===== src/rtl/seq_pkg.sv =====
// seq_pkg -- shared definitions for the serial pattern generator and the
// 1101 sequence detectors.
//   state_t  : FSM state encoding (IDLE, SEND, GAP)
//   PAT_1101 : default 4-bit pattern 1101
package seq_pkg;

  typedef enum logic [1:0] {
    IDLE = 2'd0,
    SEND = 2'd1,
    GAP  = 2'd2
  } state_t;

  localparam int          PAT_1101_W = 4;
  localparam logic [3:0]  PAT_1101   = 4'b1101;

endpackage


===== src/rtl/seq_pattern_gen.sv =====
// seq_pattern_gen -- serial burst pattern generator.
// Sends repeat_n frames of a PAT_W-bit pattern (MSB first), with gap idle
// cycles between consecutive frames. All outputs are registered.
// Ports:
//   clk, rst             clock, asynchronous active-high reset
//   start                begin a burst (sampled only while ready=1)
//   use_def              1: send DEF_PAT, 0: send pattern
//   pattern [PAT_W]      programmable pattern
//   repeat_n [CNT_W]     number of frames (0 = request ignored)
//   gap [GAP_W]          idle cycles between frames
//   abort                synchronous burst cancel (wins over start)
//   ready                idle, start will be accepted
//   out, out_valid       serial bit and its qualifier
//   frame_start/_end     first / last bit of a frame is on out
//   done                 one-cycle pulse after normal burst completion
module seq_pattern_gen
  import seq_pkg::*;
#(
  parameter int               PAT_W   = 4,
  parameter int               CNT_W   = 4,
  parameter int               GAP_W   = 2,
  parameter logic [PAT_W-1:0] DEF_PAT = PAT_W'(PAT_1101)
) (
  input  logic             clk,
  input  logic             rst,
  input  logic             start,
  input  logic             use_def,
  input  logic [PAT_W-1:0] pattern,
  input  logic [CNT_W-1:0] repeat_n,
  input  logic [GAP_W-1:0] gap,
  input  logic             abort,
  output logic             ready,
  output logic             out,
  output logic             out_valid,
  output logic             frame_start,
  output logic             frame_end,
  output logic             done
);

  localparam int              BC_W     = $clog2(PAT_W);
  localparam logic [BC_W-1:0] LAST_BIT = BC_W'(PAT_W - 1);

  state_t           state;
  logic [PAT_W-1:0] pat_q;    // captured pattern, reloaded for every frame
  logic [PAT_W-1:0] sh;       // remaining bits of the current frame, MSB next
  logic [BC_W-1:0]  bit_cnt;  // bits still to send after the one on out
  logic [CNT_W-1:0] frm_cnt;  // frames still to send after the current one
  logic [GAP_W-1:0] gap_q;
  logic [GAP_W-1:0] gap_cnt;  // idle cycles left after the current one

  logic [PAT_W-1:0] sel_pat;
  logic             accept;

  assign sel_pat = use_def ? DEF_PAT : pattern;
  assign accept  = start && (repeat_n != '0) && !abort;

  // Outputs are computed one edge ahead: the registers always describe the
  // cycle that follows the edge, so state SEND means "a bit is on out now".
  always_ff @(posedge clk or posedge rst) begin
    if (rst) begin
      state       <= IDLE;
      ready       <= 1'b1;
      out         <= 1'b0;
      out_valid   <= 1'b0;
      frame_start <= 1'b0;
      frame_end   <= 1'b0;
      done        <= 1'b0;
      pat_q       <= '0;
      sh          <= '0;
      bit_cnt     <= '0;
      frm_cnt     <= '0;
      gap_q       <= '0;
      gap_cnt     <= '0;
    end else begin
      frame_start <= 1'b0;
      frame_end   <= 1'b0;
      done        <= 1'b0;
      case (state)
        IDLE: begin
          ready     <= 1'b1;
          out       <= 1'b0;
          out_valid <= 1'b0;
          if (accept) begin
            state       <= SEND;
            ready       <= 1'b0;
            pat_q       <= sel_pat;
            sh          <= sel_pat << 1;
            out         <= sel_pat[PAT_W-1];
            out_valid   <= 1'b1;
            frame_start <= 1'b1;
            bit_cnt     <= LAST_BIT;
            frm_cnt     <= repeat_n - CNT_W'(1);
            gap_q       <= gap;
          end
        end

        SEND: begin
          if (abort) begin
            state     <= IDLE;
            ready     <= 1'b1;
            out       <= 1'b0;
            out_valid <= 1'b0;
          end else if (bit_cnt != '0) begin
            out       <= sh[PAT_W-1];
            sh        <= sh << 1;
            bit_cnt   <= bit_cnt - BC_W'(1);
            frame_end <= (bit_cnt == BC_W'(1));
          end else if (frm_cnt == '0) begin
            // LSB of the last frame was on out: burst complete
            state     <= IDLE;
            ready     <= 1'b1;
            out       <= 1'b0;
            out_valid <= 1'b0;
            done      <= 1'b1;
          end else begin
            frm_cnt <= frm_cnt - CNT_W'(1);
            if (gap_q == '0) begin
              // back-to-back: next MSB immediately follows this LSB
              sh          <= pat_q << 1;
              out         <= pat_q[PAT_W-1];
              out_valid   <= 1'b1;
              frame_start <= 1'b1;
              bit_cnt     <= LAST_BIT;
            end else begin
              state     <= GAP;
              gap_cnt   <= gap_q - GAP_W'(1);
              out       <= 1'b0;
              out_valid <= 1'b0;
            end
          end
        end

        GAP: begin
          if (abort) begin
            state     <= IDLE;
            ready     <= 1'b1;
            out       <= 1'b0;
            out_valid <= 1'b0;
          end else if (gap_cnt == '0) begin
            state       <= SEND;
            sh          <= pat_q << 1;
            out         <= pat_q[PAT_W-1];
            out_valid   <= 1'b1;
            frame_start <= 1'b1;
            bit_cnt     <= LAST_BIT;
          end else begin
            gap_cnt <= gap_cnt - GAP_W'(1);
          end
        end

        default: begin
          state     <= IDLE;
          ready     <= 1'b1;
          out       <= 1'b0;
          out_valid <= 1'b0;
        end
      endcase
    end
  end

endmodule


===== config.mk =====
export PLATFORM = sky130hd
export DESIGN_NAME = seq_pattern_gen
export DESIGN_NICKNAME = d
export VERILOG_FILES = /design/src/rtl/seq_pkg.sv /design/src/rtl/seq_pattern_gen.sv
export SDC_FILE = /design/constraint.sdc
export NUM_CORES = 1
export LEC_CHECK = 0
export ABC_AREA = 1
export BUFFER_PORTS_ARGS = -buffer_cell sky130_fd_sc_hd__buf_2
export CAP_MARGIN = 20
export CORE_ASPECT_RATIO = 1.2
export CORE_MARGIN = 2
export CORE_UTILIZATION = 55
export DETAILED_ROUTE_END_ITERATION = 8
export PLACE_DENSITY = 0.76
export SYNTH_ARGS = -nofsm -noshare
export SYNTH_HDL_FRONTEND = slang
export SYNTH_SLANG_ARGS = --single-unit

===== constraint.sdc =====
create_clock -name clk -period 2.03 [get_ports clk]
set_clock_uncertainty 0.2 [all_clocks]
set_input_delay 0.3045 -clock clk [delete_from_list [all_inputs] [get_ports clk]]
set_output_delay 0.3045 -clock clk [all_outputs]
set_load 0.03 [all_outputs]

==> results of run 1 <==
==> cell families after synthesis <==
family	count (synthesis)	synth area share, %
compound gates	23	8.197
xor+xnor	2	1.148
fa+ha+maj	7	5.737
buf+inv	32	9.097
flops	25	41.07
simple gates	124	34.75
==> power by group <==
part | internal, mW | switching [mW] | total (mW)
sequential | 0.729 | 0.141 | 0.870
combinational | 0.504 | 0.927 | 1.43
clock | 0.0769 | 0.146 | 0.223
==> repair_timing <==
item / in CTS / in global routing
setup buffers: 0 / 1
resized for setup: 0 / 1
setup endpoints to repair: 0 / 4
hold buffers: 3 / 0
endpoints found under the hold margin: 14 / 0
==> layout make-up <==
cell class | count | area, µm²
tap | 33 | 41.29
clock buffer | 4 | 26.28
sequential | 25 | 626.9
timing repair buffer | 26 | 152.6
multi-input combinational | 156 | 763.2
fill | 228 | 853.3
inverter | 30 | 113.9
==> cell usage after synthesis <==
master and number:
a21oi_1 2, a31oi_1 3, buf_6 1, clkbuf_8 1, clkinv_2 1, dfrtp_1 24, dfstp_2 1, ha_1 7
inv_1 25, inv_2 4, nand2_1 81, nand2_2 4, nand2_4 1, nand3_1 14, nand3_4 1, nand4_1 1
nor2_1 16, nor2_2 3, nor3_1 1, o21a_1 1, o21ai_0 9, o21ai_1 7, o21ai_2 1, or2_1 1
or2_2 1, xnor2_1 2
==> sequential cells by signal, indices dropped and copies added, names as in the netlist, 2 cells and up <==
name     flops
bit_cnt      2
frm_cnt      4
gap_cnt      2
gap_q        2
pat_q        4
sh           3
state        2
==> routing by layer <==
layer	track usage, %	vias to the layer above	wire length [µm]
met2	43.76	66	1700
met5	0	-	0
li1	-	716	-
met3	3.110	15	206
met1	28.35	646	1403
met4	9.398	0	80
==> per-stage QoR <==
| stage | hold WS [ps] | worst slack [ps] | util (%) | instances | power (mW) |
|---|---|---|---|---|---|
| after floorplan | 131.1 | 271.0 | - | 213 | 1.968 |
| after global placement | 163.0 | 155.2 | 64.32 | 266 | 2.217 |
| after detailed placement | 169.7 | 80.44 | 64.32 | 266 | 2.274 |
| after CTS | 70.74 | 53.71 | 66.50 | 273 | 2.510 |
| after global routing | 66.47 | 43.43 | 66.89 | 274 | 2.773 |
| final | 65.33 | 154.7 | 66.89 | 274 | 2.525 |
==> layout by cell type (no fill, tap or decap), types with 3 or more instances in the layout <==
master and n:
nand2_2 4, inv_2 4, buf_2 20, nand3_1 14
dlygate4sd3_1 3, nor2_1 16, o21ai_0 9, nand2_1 81
dfrtp_1 24, buf_4 3, o21ai_1 7, inv_1 25
a31oi_1 3, ha_1 6, nor2_2 3, clkbuf_4 3
==> worst min-delay path: stages <==
cell,delay [ps]
buf_2,70
or2_2,100
nand2_1,50
nand2_1,40
==> how the worst min path moves through the flow <==
stage          slack [ps]  cells after the start          to        from
2_1_floorplan         130                      1  bit_cnt[0]         rst
3_3_place_gp          160                      2  bit_cnt[0]         rst
3_5_place_dp          170                      2  bit_cnt[1]         rst
4_1_cts                70                      3    pat_q[0]  pattern[0]
5_1_grt                70                      3    pat_q[0]  pattern[0]
6_report               70                      4    pat_q[2]  pattern[2]
==> metrics.md, run 1 <==
| Metric | Value |
|---|---|
| DP HPWL | `2618 µm` |
| Port Buffers | `20` |
| Crit path depth | `8` |
| End of the critical path | `frm_cnt[2]` |
| CTS root buffer | `clkbuf_4` |
| Final count of negative-setup-slack endpoints | `0` |
| Initial antenna violation count | `0` |
| Most common cell on crit path | `nand2_1` |
| Reg2reg setup slack | `150 ps` |
| Wirelength per Cell | `12.37 µm` |
| Lkg Pwr | `0.9844 nW` |
| Post-route antenna net violation count | `0` |
| Synth top area share | `39.34%` |
| Largest net degree at the start of global routing | `15` |
| Detailed Route Iter0 Violations | `70` |
| Fin. Hold Viols | `0` |
| RSZ-0062 raised after global routing | `false` |
| Non-Filler Cell Area, Final | `1724 µm²` |
| Max Cap Viol | `0` |
| YS warnings | `0` |
| Die H | `61.71 µm` |
| Core area | `2577 µm²` |
| Synth Cell Area | `1526 µm²` |
| Flops & latches, synth | `25` |
| # rows | `20` |
| Critical Path RT | `2030 ps` |
| Period utilization | `92.38%` |
| Fin crit period | `1875 ps` |
| Worst path max stage delay | `440 ps` |
| Initial Util | `59.22%` |
| Placed Area | `1658 µm²` |
| CTS sink cnt | `25` |
| CP max-delay cell | `dfrtp_1` |
| Gate Count Post-Synth | `213` |
| Clock Latency Late Sink | `320 ps` |
| Drt pass-1 iters | `4` |
| Cell family with most CP delay | `adder cells` |
| Share of cells above drive strength 1 | `18.26%` |
| Syn_nets | `235` |
| Rel. slew slack | `64.13%` |
| Vias/cell | `5.266` |
| CTS clk-pin slew, worst paths | `140 ps` |
| Cell variety after synth | `26` |
| Final #Nets | `264` |
| Total GRT Usage | `23.84%` |
| CTS Buf Count | `3` |
| Area growth, synth to finish | `12.95%` |
| Vias in the first global route | `1315` |
| Clock Path Buffers | `2` |
| Residual DRC | `0` |
| Final slew viol count | `0` |
| First-pass GRT wire length | `5595 µm` |
| # IOs | `21` |
| Die area | `3214 µm²` |
| Synthesized area per cell | `7.166 µm²` |
| Least-Margin Pin Slew | `537.5 ps` |
| WS Path Type | `flop to flop` |
| CP cell instances | `ha_2 -> inv_2 -> nand2_1 -> nand2_1 -> inv_1 -> ha_1 -> xnor2_1 -> o21ai_1` |
| CP bufs+invs | `2` |
| Gp weighted congestion | `0.9207` |
| R2R cell count | `8` |
| Setup TNS | `0 ps` |
| Sequential element share of the synthesized area | `41.07%` |
| Max FO, Critical Path | `7` |
| CTS tree | `done` |
| H-tree levels | `1` |
| Critical path capture point type | `flop` |
| Diodes inserted | `0` |
| Max VDD drop | `0.7735 mV` |
| Die width | `52.09 µm` |
| Status | `finished, final reports clean` |
| Startpoint types | `flop` |
| Pwr dens | `1464 nW/µm²` |
| Worst Hold Class | `input pin to flop` |
| DRT Wirelength | `3390 µm` |
| Worst R2R Start | `state[0]` |
| Post-synth top area cell | `dfrtp_1` |
| Reg2Reg Capture Point | `frm_cnt[2]` |
| Synth top area cells | `dfrtp_1 (39%), nand2_1 (20%), inv_1 (6.1%)` |
| CP arrival | `1880 ps` |
| Crit path from | `state[0]` |
| Fmax | `533.3 MHz` |
| GRT Residual Overflow | `0` |
| Vias | `1443` |
No activity file was read; power rests on OpenSTA's default activity.
==> run 2: changes to the inputs <==
--- a/config.mk
+++ b/config.mk
@@ -13,6 +13,7 @@
 export CORE_UTILIZATION = 55
 export DETAILED_ROUTE_END_ITERATION = 8
 export PLACE_DENSITY = 0.76
+export RECOVER_POWER = 100
 export SYNTH_ARGS = -nofsm -noshare
 export SYNTH_HDL_FRONTEND = slang
 export SYNTH_SLANG_ARGS = --single-unit
==> run 2 against run 1 <==
- critical path depth increased by 1
- critical endpoint is now gap_cnt[1]
- non-clock buffer count unchanged
- via count decreased by 1.9%
- worst hold slack barely moved
- first-iteration DRC count shrank 14%
- die area did not move
- routed wire length decreased by 0.53%
- register-to-register slack hardly changed
==> metrics.md, run 2 (synthesis results as in run 1) <==
| Metric | Value |
|---|---|
| DRT Wirelength | `3372 µm (was 3390 µm)` |
| Least-Margin Pin Slew | `538.8 ps (was 537.5 ps)` |
| Final count of negative-setup-slack endpoints | `0 (unchanged)` |
| Initial Util | `59.22% (unchanged)` |
| Vias | `1415 (was 1443)` |
| Lkg Pwr | `0.9606 nW (was 0.9844 nW)` |
| H-tree levels | `1 (unchanged)` |
| Psw | `1.203 mW (was 1.215 mW)` |
| Max Cap Viol | `0 (unchanged)` |
| Setup TNS | `0 ps (unchanged)` |
| Gp weighted congestion | `0.9207 (unchanged)` |
| Diodes inserted | `0 (unchanged)` |
| Critical path capture point type | `flop (unchanged)` |
| Share of cells above drive strength 1 | `14.11% (was 18.26%)` |
| CTS clk-pin slew, worst paths | `140 ps (about the same)` |
| Sequential share of power | `34.9% (was 34.5%)` |
| Detailed Route Iter0 Violations | `60 (was 70)` |
| Largest regs | `frm_cnt (4), pat_q (4), sh (3) (unchanged)` |
| Total power | `2.497 mW (was 2.525 mW)` |
| Initial antenna violation count | `0 (unchanged)` |
| Placed cell count | `266 (unchanged)` |
| Gate power share | `56.2% (was 56.7%)` |
| Drt pass-1 iters | `4 (unchanged)` |
| # IOs | `21 (unchanged)` |
| Area of the multi-input gates | `755.7 µm² (was 763.2 µm²)` |
| Switching share of power | `48.16% (was 48.11%)` |
| Wirelength per Cell | `12.31 µm (was 12.37 µm)` |
| Core area | `2577 µm² (unchanged)` |
| Die area | `3214 µm² (unchanged)` |
| Die width | `52.09 µm (unchanged)` |
| Fin. Hold Viols | `0 (unchanged)` |
| Status | `finished, final reports clean (unchanged)` |
| Max VDD drop | `0.7687 mV (was 0.7735 mV)` |
| WS Path Type | `flop to flop (unchanged)` |
| Area growth, synth to finish | `11.72% (was 12.95%)` |
| Worst Hold Class | `input pin to flop (unchanged)` |
| CTS root buffer | `clkbuf_4 (unchanged)` |
| Filler cells | `234 (was 228)` |
| Commonest non-fill, non-tap cell in the layout | `nand2_1 (unchanged)` |
| GRT Residual Overflow | `0 (unchanged)` |
| Clock Latency Late Sink | `320 ps (about the same)` |
| Die H | `61.71 µm (unchanged)` |
| Post-route antenna net violation count | `0 (unchanged)` |
| Pwr dens | `1464 nW/µm² (about the same)` |
| Non-filler cells, final | `274 (unchanged)` |
| Fmax | `535.5 MHz (was 533.3 MHz)` |
| Int Pwr | `1.295 mW (was 1.310 mW)` |
| Residual DRC | `0 (unchanged)` |
| Critical Path RT | `2040 ps (was 2030 ps)` |
| Rel. slew slack | `64.04% (was 64.13%)` |
| Largest net degree at the start of global routing | `15 (unchanged)` |
| Vias in the first global route | `1315 (unchanged)` |
| Sequential Area | `626.9 µm² (unchanged)` |
| Clock network fraction of total power | `8.9% (was 8.8%)` |
| RSZ-0062 raised after global routing | `false (unchanged)` |
| Most frequent cells in the layout | `nand2_1 (82), inv_1 (25), dfrtp_1 (24) (was nand2_1 (81), inv_1 (25), dfrtp_1 (24))` |
| Final slew viol count | `0 (unchanged)` |
| Clock Path Buffers | `2 (unchanged)` |
| CTS sink cnt | `25 (unchanged)` |
| CP arrival | `1880 ps (about the same)` |
| Fin crit period | `1868 ps (was 1875 ps)` |
| Total GRT Usage | `23.84% (unchanged)` |
| First-pass GRT wire length | `5595 µm (unchanged)` |
| CTS tree | `done (unchanged)` |
| Port Buffers | `20 (unchanged)` |
| # rows | `20 (unchanged)` |
| Max FO, Critical Path | `8 (was 7)` |
| CTS Buf Count | `3 (unchanged)` |
| DP HPWL | `2618 µm (unchanged)` |
| Vias/cell | `5.164 (was 5.266)` |
| Startpoint types | `flop (unchanged)` |
| Period utilization | `92.00% (was 92.38%)` |
| Final #Nets | `264 (unchanged)` |
==> run 2: cell count changes in the layout (fill, tap and decap cells not counted), moves of 2 or more <==
| cell | delta |
|---|---|
| buf_2 | -6 |
| nor2_2 | -2 |
| nor2_1 | +2 |
| clkbuf_1 | +6 |
==> run 2: final timing paths <==
path	from	to	slack (ps)	cells past startpoint
hold / removal	pattern[2]	pat_q[2]	70	4
hold reg to reg	ready	ready	300	2
min in group asynchronous	rst	pat_q[2]	350	3
setup reg to reg	state[0]	gap_cnt[1]	160	9
max in group asynchronous	rst	done	570	4
setup / recovery	state[0]	gap_cnt[1]	160	9
==> run 2: cell type report <==
| class | instances | area share [%] |
|---|---|---|
| Timing Repair Buffer | 26 | 8.364 |
| Tap cell | 33 | 2.421 |
| Clock buffer | 4 | 1.541 |
| Inverter | 30 | 6.603 |
| Sequential cell | 25 | 36.76 |
| Multi-Input combinational cell | 156 | 44.31 |
==> run 2: timing repair <==
action	CTS	global route
hold endpoints to repair	14	0
setup endpoints to repair	0	4
hold buffers	3	0
resized for setup	0	1
buffers inserted	0	1
==> run 2: worst max-delay path, stage by stage, from the launching register on <==
cell and delay (ps):
dfrtp_1 440, inv_1 90, ha_1 300, clkinv_1 150
nand2_2 100, nand3_1 60, a21oi_1 160, nand2_1 120
nand2_1 80, o21ai_1 60
==> run 2: layer usage <==
metal  routed length, µm  track usage [%]  part of all wire [%]  vias to the layer above
met5                   0                0                     0                        -
met4                  63            9.398                   1.9                        0
met3                 193            3.110                   5.7                        9
met2                1708            43.76                    51                       58
met1                1406            28.35                    42                      633
li1                    -                -                     -                      715
==> run 2: power groups by stage <==
stage	clock network, mW	registers, mW	logic, mW
after floorplan	0	0.919	1.05
after global placement	0	0.874	1.34
after detailed placement	0	0.883	1.39
after CTS	0.231	0.874	1.41
after global routing	0.245	0.895	1.61
final	0.222	0.872	1.40
==> run 2: through the flow <==
step | area, µm² | util [%] | setup slack (ps) | hold WS (ps)
finish | 1705 | 66.16 | 162.5 | 65.73
floorplan | 1526 | - | 271.0 | 131.1
global placement | 1658 | 64.32 | 155.2 | 163.0
CTS | 1714 | 66.50 | 53.71 | 70.74
global route | 1705 | 66.16 | 23.11 | 66.47
detailed placement | 1658 | 64.32 | 80.44 | 169.7
